**config.mk**
```make
export PLATFORM = sky130hd
export DESIGN_NAME = sobel_grid_filter_flat
export DESIGN_NICKNAME = d
export VERILOG_FILES = /design/src/rtl/sobel_pkg.sv /design/src/rtl/sobel_grid_filter_if.sv /design/src/rtl/sobel_luma.sv /design/src/rtl/sobel_grid_filter.sv /design/src/flat_wrapper.sv
export SDC_FILE = /design/constraint.sdc
export NUM_CORES = 1
export LEC_CHECK = 0
export BUFFER_PORTS_ARGS = -buffer_cell sky130_fd_sc_hd__clkbuf_2
export CORE_MARGIN = 1.5
export CORE_UTILIZATION = 39
export DETAILED_ROUTE_END_ITERATION = 8
export SLEW_MARGIN = 10
export SYNTH_ARGS = -nofsm -noshare
export SYNTH_HDL_FRONTEND = slang
export SYNTH_SLANG_ARGS = --single-unit
```
**constraint.sdc**
```tcl
create_clock -name clock -period 9.8 [get_ports clock]
set_input_delay 0.98 -clock clock [delete_from_list [all_inputs] [get_ports clock]]
set_output_delay 0.98 -clock clock [all_outputs]
set_load 0.03 [all_outputs]
```
**src/rtl/sobel_pkg.sv**
```systemverilog
// Shared constants, tap indices and channel extraction for the Sobel edge path.
package sobel_pkg;

  localparam int unsigned PIX_W  = 30;
  localparam int unsigned LUMA_W = 10;
  localparam int unsigned SUM_W  = 12;
  localparam int unsigned GRAD_W = 13;
  localparam logic [LUMA_W-1:0] MAG_MAX = 10'd1023;

  // p[8:6] newest line, p[2:0] oldest line
  localparam int unsigned P0 = 0;
  localparam int unsigned P1 = 1;
  localparam int unsigned P2 = 2;
  localparam int unsigned P3 = 3;
  localparam int unsigned P4 = 4;
  localparam int unsigned P5 = 5;
  localparam int unsigned P6 = 6;
  localparam int unsigned P7 = 7;
  localparam int unsigned P8 = 8;
  localparam int unsigned NTAPS = 9;

  typedef enum logic [1:0] {
    CH_B = 2'd0,
    CH_G = 2'd1,
    CH_R = 2'd2
  } chan_e;

  function automatic logic [LUMA_W-1:0] chan(input logic [PIX_W-1:0] pix, input chan_e c);
    logic [LUMA_W-1:0] v;
    case (c)
      CH_R:    v = pix[29:20];
      CH_G:    v = pix[19:10];
      default: v = pix[9:0];
    endcase
    return v;
  endfunction

endpackage

```
**src/rtl/sobel_grid_filter_if.sv**
```systemverilog
// Window-in / edge-pixel-out signal bundle between line buffer, filter and frame writer.
interface sobel_grid_filter_if;
  import sobel_pkg::*;

  logic                    clken;
  logic [NTAPS*PIX_W-1:0]  iGrid;
  logic                    iSof;
  logic [LUMA_W-1:0]       iThreshold;
  logic [PIX_W-1:0]        oPixel;
  logic                    oEdge;
  logic                    oValid;

  modport master (
    output clken, iGrid, iSof, iThreshold,
    input  oPixel, oEdge, oValid
  );

  modport slave (
    input  clken, iGrid, iSof, iThreshold,
    output oPixel, oEdge, oValid
  );

endinterface

```
**src/rtl/sobel_luma.sv**
```systemverilog
// Combinational RGB to 10-bit luma: y = (R + 2G + B) >> 2.
module sobel_luma
  import sobel_pkg::*;
(
  input  logic [PIX_W-1:0]  pix,
  output logic [LUMA_W-1:0] y
);

  logic [SUM_W-1:0] sum;

  always_comb begin
    sum = {2'b00, chan(pix, CH_R)} + {1'b0, chan(pix, CH_G), 1'b0} + {2'b00, chan(pix, CH_B)};
    y   = sum[SUM_W-1:2];
  end

endmodule

```
**src/rtl/sobel_grid_filter.sv**
```systemverilog
// Three-stage Sobel magnitude filter: luma + position tag, gradients, saturate/mask/threshold.
module sobel_grid_filter
  import sobel_pkg::*;
#(
  parameter int unsigned H_ACTIVE = 640,
  parameter int unsigned V_ACTIVE = 480
) (
  input  logic clock,
  input  logic reset_n,
  sobel_grid_filter_if.slave bus
);

  localparam int unsigned COL_W = $clog2(H_ACTIVE);
  localparam int unsigned ROW_W = $clog2(V_ACTIVE);

  // Position counters and S1 tag
  logic [COL_W-1:0] col_q, col_d, tag_col_q, tag_col_d;
  logic [ROW_W-1:0] row_q, row_d, tag_row_q, tag_row_d;

  // S1
  logic [LUMA_W-1:0] luma_d [NTAPS];
  logic [LUMA_W-1:0] luma_q [NTAPS];
  logic              v1_q, v1_d;

  // S2
  logic signed [GRAD_W-1:0] gx_q, gx_d, gy_q, gy_d;
  logic                     v2_q, v2_d, mask_q, mask_d;
  logic [SUM_W-1:0]         gx_pos, gx_neg, gy_pos, gy_neg;

  // S3
  logic [PIX_W-1:0]  pixel_q, pixel_d;
  logic              edge_q, edge_d, valid_q, valid_d;
  logic [GRAD_W-1:0] ax, ay, mag13;
  logic [LUMA_W-1:0] mag;

  for (genvar k = 0; k < NTAPS; k++) begin : g_luma
    sobel_luma u_luma (
      .pix (bus.iGrid[k*PIX_W +: PIX_W]),
      .y   (luma_d[k])
    );
  end

  // Window is tagged with the pre-increment position; iSof forces (0,0).
  always_comb begin
    col_d     = col_q;
    row_d     = row_q;
    tag_col_d = col_q;
    tag_row_d = row_q;
    v1_d      = bus.clken;
    if (bus.clken) begin
      if (bus.iSof) begin
        tag_col_d = '0;
        tag_row_d = '0;
        col_d     = COL_W'(1);
        row_d     = '0;
      end else if (col_q == COL_W'(H_ACTIVE - 1)) begin
        col_d = '0;
        row_d = (row_q == ROW_W'(V_ACTIVE - 1)) ? '0 : row_q + 1'b1;
      end else begin
        col_d = col_q + 1'b1;
      end
    end
  end

  always_comb begin
    gx_pos = {2'b00, luma_q[P6]} + {1'b0, luma_q[P3], 1'b0} + {2'b00, luma_q[P0]};
    gx_neg = {2'b00, luma_q[P8]} + {1'b0, luma_q[P5], 1'b0} + {2'b00, luma_q[P2]};
    gy_pos = {2'b00, luma_q[P8]} + {1'b0, luma_q[P7], 1'b0} + {2'b00, luma_q[P6]};
    gy_neg = {2'b00, luma_q[P2]} + {1'b0, luma_q[P1], 1'b0} + {2'b00, luma_q[P0]};
    gx_d   = $signed({1'b0, gx_pos}) - $signed({1'b0, gx_neg});
    gy_d   = $signed({1'b0, gy_pos}) - $signed({1'b0, gy_neg});
    v2_d   = v1_q;
    mask_d = (tag_col_q < COL_W'(2)) || (tag_row_q < ROW_W'(2));
  end

  always_comb begin
    ax      = gx_q[GRAD_W-1] ? $unsigned(-gx_q) : $unsigned(gx_q);
    ay      = gy_q[GRAD_W-1] ? $unsigned(-gy_q) : $unsigned(gy_q);
    mag13   = ax + ay;
    mag     = (mag13 > GRAD_W'(MAG_MAX)) ? MAG_MAX : mag13[LUMA_W-1:0];
    if (mask_q) begin
      mag = '0;
    end
    edge_d  = !mask_q && (mag > bus.iThreshold);
    pixel_d = {mag, mag, mag};
    valid_d = v2_q;
  end

  always_ff @(posedge clock or negedge reset_n) begin
    if (!reset_n) begin
      col_q     <= '0;
      row_q     <= '0;
      tag_col_q <= '0;
      tag_row_q <= '0;
      v1_q      <= 1'b0;
      for (int unsigned i = 0; i < NTAPS; i++) begin
        luma_q[i] <= '0;
      end
      gx_q      <= '0;
      gy_q      <= '0;
      v2_q      <= 1'b0;
      mask_q    <= 1'b0;
      pixel_q   <= '0;
      edge_q    <= 1'b0;
      valid_q   <= 1'b0;
    end else begin
      col_q     <= col_d;
      row_q     <= row_d;
      tag_col_q <= tag_col_d;
      tag_row_q <= tag_row_d;
      v1_q      <= v1_d;
      for (int unsigned i = 0; i < NTAPS; i++) begin
        luma_q[i] <= luma_d[i];
      end
      gx_q      <= gx_d;
      gy_q      <= gy_d;
      v2_q      <= v2_d;
      mask_q    <= mask_d;
      pixel_q   <= pixel_d;
      edge_q    <= edge_d;
      valid_q   <= valid_d;
    end
  end

  assign bus.oPixel = pixel_q;
  assign bus.oEdge  = edge_q;
  assign bus.oValid = valid_q;

endmodule

```
**src/flat_wrapper.sv**
```systemverilog
// flat-port wrapper written by rule: the top's interface ports become plain ports
module sobel_grid_filter_flat import sobel_pkg::*;
#(
  parameter int unsigned H_ACTIVE = 640,
  parameter int unsigned V_ACTIVE = 480
)
  (clock, reset_n, bus_clken, bus_iGrid, bus_iSof, bus_iThreshold, bus_oPixel, bus_oEdge, bus_oValid);
  sobel_grid_filter_if bus_i ();
  input  logic clock;
  input  logic reset_n;
  input wire logic [$bits(bus_i.clken)-1:0] bus_clken;
  input wire logic [$bits(bus_i.iGrid)-1:0] bus_iGrid;
  input wire logic [$bits(bus_i.iSof)-1:0] bus_iSof;
  input wire logic [$bits(bus_i.iThreshold)-1:0] bus_iThreshold;
  output wire logic [$bits(bus_i.oPixel)-1:0] bus_oPixel;
  output wire logic [$bits(bus_i.oEdge)-1:0] bus_oEdge;
  output wire logic [$bits(bus_i.oValid)-1:0] bus_oValid;
  assign bus_i.clken = bus_clken;
  assign bus_i.iGrid = bus_iGrid;
  assign bus_i.iSof = bus_iSof;
  assign bus_i.iThreshold = bus_iThreshold;
  assign bus_oPixel = bus_i.oPixel;
  assign bus_oEdge = bus_i.oEdge;
  assign bus_oValid = bus_i.oValid;
  sobel_grid_filter #(.H_ACTIVE(H_ACTIVE), .V_ACTIVE(V_ACTIVE)) u_core (.clock(clock), .reset_n(reset_n), .bus(bus_i));
endmodule
```
==> results.toml, run 1 <==
[outcome]
status = "finished, final reports clean"

[floorplanning]
chipHeight_um = 187
fp-row-count = 67
initial_core_util = 0.395
die_w_um = 187
core-area_mm2 = 0.0334
boundaryPins = 316
die_area_mm2 = 0.0349

[worst_setup_path]
path_cells = "inv_1 > ha_1 > nand2_1 > o21ai_0 > fa_1 > a211oi_2 > o21ai_1 > a21bo_1 > a311oi_2 > xnor2_1 > nor3_2 > a21oi_2 > ha_1 > a21o_1 > a21oi_1 > nor2b_1 > nor4_1 > a311oi_1"
crit_path_top_delay_cell = "nor3_2"
cp.buffers_inverters = 1
worstPathMaxFanout = 11
cpPeakStageDelay_ps = 770
crit_family = "compound AO/OA/AOI/OAI gates"
cp.required_ps = 10080
crit_arrival_ps = 5030
path_class = "reg -> reg"
r2r-end = "u_core.bus.oEdge"
reg2reg_depth = 18
ff2ff_setup_slack_ps = 5050
r2r_start = "u_core.gy_q[0]"
end_kind = "flop"
crit_path_frequent_cell = "ha_1"
crit_path_start_kind = "flop"

[hold_path]
hold_path.startpoint = "u_core.v1_q"
min_path_cells = 0
hold_path_class = "reg -> reg"
whs_endpoint = "u_core.v2_q"

[sta]
skew_ps = 12.4
max_slew_margin = 0.324
hold_viol = 0
drv_slew = 0
finalCriticalPeriod_ps = 4750
finalSetupViolations = 0
worst_slew_pin_slew_ps = 1000
grt_setup_unrepaired = "no"
tns_ps = 0
fin_crit_sh = 0.485
fmax_ghz = 0.210

[cells_and_area]
layout-drive-gt1-share = 0.227
nets = 2053
regArea_mm2 = 0.00393
multi_input_area_mm2 = 0.00850
antenna_cells = 0
fillers = 3226
area_growth_pct = 18.1

[yosys]
syn_avg_cell_area_um2 = 10.9
ys_warn_count = 0
synth_cells = 1209
ys_types = 49
synthFlopType = "dfrtp_1"
ys_seq_area_frac = 0.298
synthArstFlopShare = 1.00
ys_seq_elements = 157
synth-edff-count = 0
syn_nets = 1778
syn_area_mm2 = 0.0132

[cts]
post_cts_buffers = 0
cts.clk_slew.worst_paths_ps = 60
clk_path_buf_depth = 2
htreeDepth = 4
cts_tree = "yes"
cts_buffers = 17
holdBufCountCts = 0
root_buffer = "clkbuf_16"
cts_sinks = 157
clkLatencyLatePin_ps = 430
cts.repair.resized = 0

[detailed_routing]
drcViolationCount = 0
postRouteAntennaNets = 0
drt-initial-drc-count = 280
avgRoutedWirePerCell_um = 14.2
routed_wl_mm = 27.6
firstDrtPassIters = 5
vias_per_cell = 4.70
vias = 9144

[placed_design]
place_congestion = 0.866
dp_hpwl_mm = 24.0
port_buffers = 285

[global_routing]
grt_pass1_wl_mm = 46.6
grt_overflow = 0
grt_use_total = 0.167
grt_pass1_vias = 9781
grt_start_max_net_pins = 88
antenna_found_initial = 0

[flow_run]
cap_violations = 0
==> worst max path at each step <==
| stage | startpoint | endpoint | cells after the start |
|---|---|---|---|
| global route | u_core.gy_q[2] | u_core.bus.oEdge | 18 |
| floorplan | u_core.gy_q[2] | u_core.bus.oEdge | 19 |
| detailed placement | u_core.gx_q[0] | u_core.bus.oEdge | 18 |
| global placement | u_core.gy_q[2] | u_core.bus.oEdge | 18 |
| finish | u_core.gy_q[0] | u_core.bus.oEdge | 18 |
| CTS | u_core.gx_q[0] | u_core.bus.oEdge | 18 |
==> kinds of logic after synthesis <==
family          count (synthesis)  synth area share
mux                             3           0.00228
flops                         157             0.298
xor+xnor                      110            0.0732
compound gates                235             0.113
buf+inv                       174            0.0559
simple gates                  245            0.0958
fa+ha+maj                     285             0.362
==> worst register-to-register path, stage by stage (launching register included) <==
cell	delay (ps)
dfrtp_1	390
inv_1	80
ha_1	290
nand2_1	60
o21ai_0	200
fa_1	500
a211oi_2	280
o21ai_1	130
a21bo_1	240
a311oi_2	300
xnor2_1	120
nor3_2	770
a21oi_2	140
ha_1	340
a21o_1	160
a21oi_1	150
nor2b_1	60
nor4_1	310
a311oi_1	90
==> sequential cells by signal, indices dropped and copies added, names as in the netlist <==
register,flops
u_core.gx_q,13
u_core.row_q,9
u_core.bus.oEdge,1
u_core.luma_q,80
u_core.v2_q,1
u_core.v1_q,1
u_core.gy_q,13
u_core.col_q,10
u_core.bus.oValid,1
u_core.bus.oPixel,10
u_core.tag_row_q,8
u_core.mask_q,1
u_core.tag_col_q,9
==> cells in the mapped netlist (all sizes together), types with 9 or more instances <==
library cell,count,area share
a21boi,10,0.0057
a21o,24,0.014
a21oi,70,0.029
a31oi,12,0.0057
a41oi,9,0.0060
and2,18,0.0086
buf,21,0.012
clkbuf,9,0.0026
dfrtp,157,0.30
fa,159,0.24
ha,126,0.12
inv,144,0.041
nand2,51,0.015
nand2b,14,0.0067
nand3,18,0.0068
nand4,10,0.0048
nor2,54,0.015
nor2b,30,0.014
nor3,18,0.0072
o21ai,69,0.026
o21bai,10,0.0057
o31ai,11,0.0063
xnor2,63,0.042
xor2,47,0.031
==> cell usage in the layout, fill, tap and decap left out, types with 18 or more instances in the layout <==
cell type,instances
nor2b_1,30
a21oi_1,60
dfrtp_1,157
xor2_1,47
o21ai_0,68
clkbuf_2,284
a21o_1,24
nand2_1,51
fa_1,159
and2_1,18
nand3_1,18
ha_1,126
inv_1,144
nor2_1,54
xnor2_1,63
==> stage by stage <==
step | instance area [um^2] | hold slack, ps | std cells | worst slack (ps) | utilization
detailed placement | 15000 | 340 | 1913 | 5040 | 0.449
global route | 15600 | 364 | 1944 | 4620 | 0.466
CTS | 15600 | 355 | 1944 | 5020 | 0.466
global placement | 15000 | 334 | 1913 | 5110 | 0.449
floorplan | 13200 | 331 | 1209 | 5980 | -
finish | 15600 | 353 | 1944 | 5050 | 0.466
==> routing by layer <==
metal	share of wire	track usage	vias to the layer above
met2	0.53	0.313	215
met5	0	0	-
met1	0.42	0.199	4337
met3	0.043	0.0316	14
met4	0.0069	0.0288	0
li1	-	-	4578
==> final cells by class <==
class | instances | share of cell area
multi-input combinational | 878 | 0.547
sequential | 157 | 0.253
timing repair buffer | 286 | 0.0926
tap | 448 | 0.0360
inverter | 144 | 0.0348
clock buffer | 17 | 0.0274
clock inverter | 14 | 0.0101
Power of run 1 is not shown: default switching activity piles up to over one toggle a cycle in this logic, so the estimate is an artifact.
==> run 2: changes to the inputs <==
==> constraint.sdc (replaced) <==
create_clock -name clock -period 4.1 [get_ports clock]
set_input_delay 0.41 -clock clock [delete_from_list [all_inputs] [get_ports clock]]
set_output_delay 0.41 -clock clock [all_outputs]
set_load 0.03 [all_outputs]
==> results.toml, run 2 (synthesized netlist as in run 1, its figures left out) <==
[placed_design]
pre_cts_slack_ps = -31.7
place_congestion = 0.843
dp.cells = 1924
port_buffers = 285
dp_hpwl_mm = 24.5

[sta]
setup_slack_ps = 137
skew_ps = 13.6
drv_slew = 0
finalCriticalPeriod_ps = 3960
fin_crit_sh = 0.967
worst_slew_pin_slew_ps = 944
whs_ps = 98.5
max_slew_margin = 0.371
hold_viol = 0
finalSetupViolations = 0
fmax_ghz = 0.252
grt_setup_unrepaired = "yes"

[cts]
htreeDepth = 4
clkLatencyLatePin_ps = 430
root_buffer = "clkbuf_16"
clk_path_buf_depth = 2
cts_tree = "yes"
cts_sinks = 157
holdBufCountCts = 0
cts.clk_slew.worst_paths_ps = 60
cts_buffers = 17

[worst_setup_path]
ff2ff_setup_slack_ps = 140
path_class = "reg -> reg"
end_kind = "flop"
crit_arrival_ps = 4230
r2r-end = "u_core.bus.oEdge"
crit_path_start_kind = "flop"
cp.required_ps = 4370
worstPathMaxFanout = 5
r2r_start = "u_core.gy_q[6]"
reg2reg_depth = 18

[cells_and_area]
final_cell_mix = "284 x clkbuf_2, 158 x fa_1, 154 x dfrtp_1"
antenna_cells = 0
top_regs = "u_core.luma_q: 80 flops, u_core.gx_q: 13 flops, u_core.gy_q: 13 flops"
final_common_cell = "clkbuf_2"
finalNonFillerCells = 1970
largest-register = "u_core.luma_q"
layout-drive-gt1-share = 0.260
area_growth_pct = 20.5
largest_reg_flops = 80
fillers = 3157
nets = 2078

[detailed_routing]
avgRoutedWirePerCell_um = 14.6
drcViolationCount = 0
postRouteAntennaNets = 0
drt-initial-drc-count = 342
firstDrtPassIters = 4
vias_per_cell = 4.74
routed_wl_mm = 28.7
vias = 9343

[global_routing]
grt_start_max_net_pins = 101
antenna_found_initial = 0
grt_overflow = 0
grt_pass1_vias = 9929
grt_use_total = 0.170
grt_pass1_wl_mm = 47.2

[floorplanning]
initial_core_util = 0.395
die_w_um = 187
fp-row-count = 67
boundaryPins = 316
die_area_mm2 = 0.0349
core-area_mm2 = 0.0334
chipHeight_um = 187

[hold_path]
hold_path_class = "in -> async"

[outcome]
status = "finished, final reports clean"

[flow_run]
cap_violations = 0
## run 2: changes by cell type in the layout (fill, tap and decap cells not counted), sizes merged
cell / delta
clkbuf: +2
buf: +25
clkinvlp: +2
clkinv: -2
inv: -1
## run 2: stage by stage
stage	utilization	instance area, um^2	TNS (ps)
final	0.476	15900	0
after global routing	0.476	15900	-114
after CTS	0.469	15700	0
after detailed placement	0.452	15100	-31.7
after global placement	0.452	15100	0
after floorplan	-	13200	0
## run 2: worst max-delay path by stage
stage,to,start
2_1_floorplan,u_core.bus.oEdge,u_core.gy_q[2]
3_3_place_gp,u_core.bus.oEdge,u_core.gx_q[0]
3_5_place_dp,u_core.bus.oEdge,u_core.gx_q[0]
4_1_cts,u_core.bus.oEdge,u_core.gx_q[0]
5_1_grt,u_core.bus.oEdge,u_core.gy_q[3]
6_report,u_core.bus.oEdge,u_core.gy_q[6]
## run 2: worst max-delay path: stages, from the launching register on
cell and delay [ps]:
dfrtp_1 410, or3_1 380, o41a_1 330, xor2_1 170
ha_1 350, a21o_1 170, a21oi_1 150, nor2b_1 70
a311oi_2 210, xnor2_1 110, nor3_2 150, buf_4 170
a21oi_2 70, ha_1 330, a21o_1 180, a21oi_2 140
nor2b_1 70, nor4_2 290, a311oi_1 80
## run 2: layout make-up
type	count	area, um^2	area share
well taps	448	561	0.0353
repair buffers	311	1640	0.103
inverters	144	541	0.0341
flip-flops and latches	157	3930	0.248
multi-input cells	878	8620	0.543
clock buffers	19	443	0.0279
clock inverters	13	129	0.00812
## run 2: timing repair
item | 4_1_cts | 5_1_grt
gates resized for setup | 3 | 40
pin swaps | 0 | 24
endpoints found under the setup margin | 1 | 6
setup buffers | 0 | 14
## run 2: routing by layer
layer	track usage	vias up	share of wire
met5	0	-	0
met4	0.0341	0	0.0092
met3	0.0307	16	0.039
met2	0.320	212	0.54
met1	0.203	4491	0.41
li1	-	4624	-
Power of run 2 is left out for the same reason.
==> run 3: changes to the inputs <==
--- a/config.mk
+++ b/config.mk
@@ -12,4 +12,5 @@
 export SLEW_MARGIN = 10
 export SYNTH_ARGS = -nofsm -noshare
 export SYNTH_HDL_FRONTEND = slang
+export SYNTH_HIERARCHICAL = 1
 export SYNTH_SLANG_ARGS = --single-unit
==> results.toml, run 3 <==
[outcome]
status = "finished with violations"
failed_checks = "DRC, setup timing"

[detailed_routing]
vias = 10400
firstDrtPassIters = 7
avgRoutedWirePerCell_um = 14.5
drcViolationCount = 10
vias_per_cell = 4.93
postRouteAntennaNets = 0
drt-initial-drc-count = 389
routed_wl_mm = 30.8

[floorplanning]
core-area_mm2 = 0.0357
die_area_mm2 = 0.0377
fp-row-count = 69
boundaryPins = 316
initial_core_util = 0.398
die_w_um = 194
chipHeight_um = 194

[sta]
whs_ps = 33.5
grt_setup_unrepaired = "yes"
hold_viol = 0
finalCriticalPeriod_ps = 4230
fin_crit_sh = 1.03
max_slew_margin = 0.435
skew_ps = 10.9
setup_slack_ps = -126
fmax_ghz = 0.237
finalSetupViolations = 1
drv_slew = 0
worst_slew_pin_slew_ps = 848
tns_ps = -126

[yosys]
ys_warn_count = 6
ys_types = 74
synth_area_leaders = "dfrtp_1 28%, fa_1 22%, ha_1 11%"
synth-edff-count = 0
synthArstFlopShare = 1.00
synth_cells = 1335
synthFlopType = "dfrtp_1"
ys_seq_elements = 157
ys_seq_area_frac = 0.276
synth_area_leader_cell = "dfrtp_1"
syn_nets = 1904
yosysTopAreaCellShare = 0.276
synth_most_common_cell = "inv_1"
syn_avg_cell_area_um2 = 10.7
synth_common_cells = "161 x inv_1, 159 x fa_1, 157 x dfrtp_1, 126 x ha_1, 72 x nor2_1"
syn_area_mm2 = 0.0142

[worst_setup_path]
path_cells = "inv_1 > ha_1 > or3b_4 > or2_4 > o21ai_2 > xnor2_1 > ha_1 > and3_4 > a221o_1 > a21oi_2 > nand2b_1 > a31o_4 > buf_4 > a21oi_1 > ha_1 > buf_4 > nand2_1 > nor3_1 > a311o_1 > a21oi_1"
cp.buffers_inverters = 3
crit_path_top_delay_cell = "dfrtp_1"
crit_path_frequent_cell = "ha_1"
cp.required_ps = 4440
crit_family = "compound AO/OA/AOI/OAI gates"
crit_arrival_ps = 4560
path_class = "reg -> reg"
crit_path_start_kind = "flop"
worstPathMaxFanout = 6
end_kind = "flop"
cpPeakStageDelay_ps = 390

[cells_and_area]
area_growth_pct = 19.8
nets = 2216
final_cell_mix = "284 x clkbuf_2, 160 x inv_1, 159 x fa_1"
antenna_cells = 0
fillers = 3395
layout-drive-gt1-share = 0.269
final_common_cell = "clkbuf_2"
largest_reg_flops = 80
top_regs = "u_core/luma_q: 80 flops, u_core/gx_q: 13 flops, u_core/gy_q: 13 flops"
fin_util = 0.477
largest-register = "u_core/luma_q"

[global_routing]
grt_pass1_vias = 10800
grt_pass1_wl_mm = 51.2
grt_overflow = 0
antenna_found_initial = 0
grt_start_max_net_pins = 91
grt_use_total = 0.167

[cts]
clkLatencyLatePin_ps = 420
htreeDepth = 4
cts_tree = "yes"
cts_sinks = 157
cts.clk_slew.worst_paths_ps = 60
cts_buffers = 17
clk_path_buf_depth = 2
root_buffer = "clkbuf_16"
holdBufCountCts = 0

[placed_design]
dp_hpwl_mm = 26.1
place_congestion = 0.824
port_buffers = 285

[flow_run]
cap_violations = 0

[hold_path]
hold_path_class = "in -> async"
==> run 3: cell types whose count changed after synthesis, moves of 10 or more <==
cell and change:
nor2_1 +18, a211oi_1 +14, o211ai_1 +12, o21a_1 +12, o21ai_0 -33, nor2_2 +10, nor2b_1 -19, xor2_1 -13
o21ai_1 +14, a31oi_1 -10, inv_1 +17, nand3b_1 +10
==> run 3: cells by family (layout without fill, tap and decap cells) <==
group	after synthesis	after routing	synth area share
adder cells (fa/ha/maj)	285	285	0.334
AND/OR/NAND/NOR	310	310	0.124
AO/OA/AOI/OAI	275	275	0.137
flip-flops	157	157	0.276
multiplexers	3	3	0.00220
buffers and inverters	199	524	0.0598
XOR/XNOR	106	106	0.0662
==> run 3: path summary, 6_finish.rpt <==
kind                                    endpoint  slack [ps]  depth (start not counted)            from
min in group clock                   u_core/v1_q         300                          1       bus_clken
hold reg to reg                      u_core/v2_q         350                          0     u_core/v1_q
setup / recovery                u_core/bus.oEdge        -130                         20  u_core/gx_q[1]
hold / removal             u_core/bus.oPixel[27]          30                          1         reset_n
max in group asynchronous      u_core/luma_q[27]        3170                          2         reset_n
setup reg to reg                u_core/bus.oEdge        -130                         20  u_core/gx_q[1]
==> run 3: area by class of cell <==
type,count,area (um^2),share of cell area
Clock inverter,13,129,0.00756
Clock buffer,19,443,0.0260
Timing Repair Buffer,331,1790,0.105
Tap cell,461,577,0.0338
Inverter,161,604,0.0354
Multi-Input combinational cell,979,9580,0.562
Sequential cell,157,3930,0.230
==> run 3: what timing repair did <==
action / CTS / global route
pin swaps: 2 / 7
cloned: 0 / 0
resized for setup: 2 / 19
setup buffers: 1 / 0
setup endpoints to repair: 1 / 4
hold endpoints to repair: 0 / 0
==> run 3: metrics by stage <==
stage	cell area [um^2]	std cells	worst slack (ps)
after global routing	17100	2121	-326
after global placement	16400	2088	-59.8
after floorplan	14300	1335	-58.9
after CTS	17000	2121	-116
after detailed placement	16400	2088	-131
final	17100	2121	-126
==> run 3: worst register-to-register path: stages (launching register included) <==
cell and delay [ps]:
dfrtp_1 390, inv_1 80, ha_1 160, or3b_4 390, or2_4 260, o21ai_2 140, xnor2_1 140, ha_1 300
and3_4 190, a221o_1 320, a21oi_2 160, nand2b_1 90, a31o_4 260, buf_4 160, a21oi_1 180, ha_1 280
buf_4 130, nand2_1 50, nor3_1 40, a311o_1 310, a21oi_1 130
==> run 3: metal layers <==
metal  GRT usage  part of all wire  up-vias
met5           0                 0        -
met4      0.0388             0.014        0
met3      0.0214             0.031       24
met2       0.308              0.53      207
met1       0.207              0.43     5038
li1            -                 -     5179
Power of run 3 is left out for the same reason.
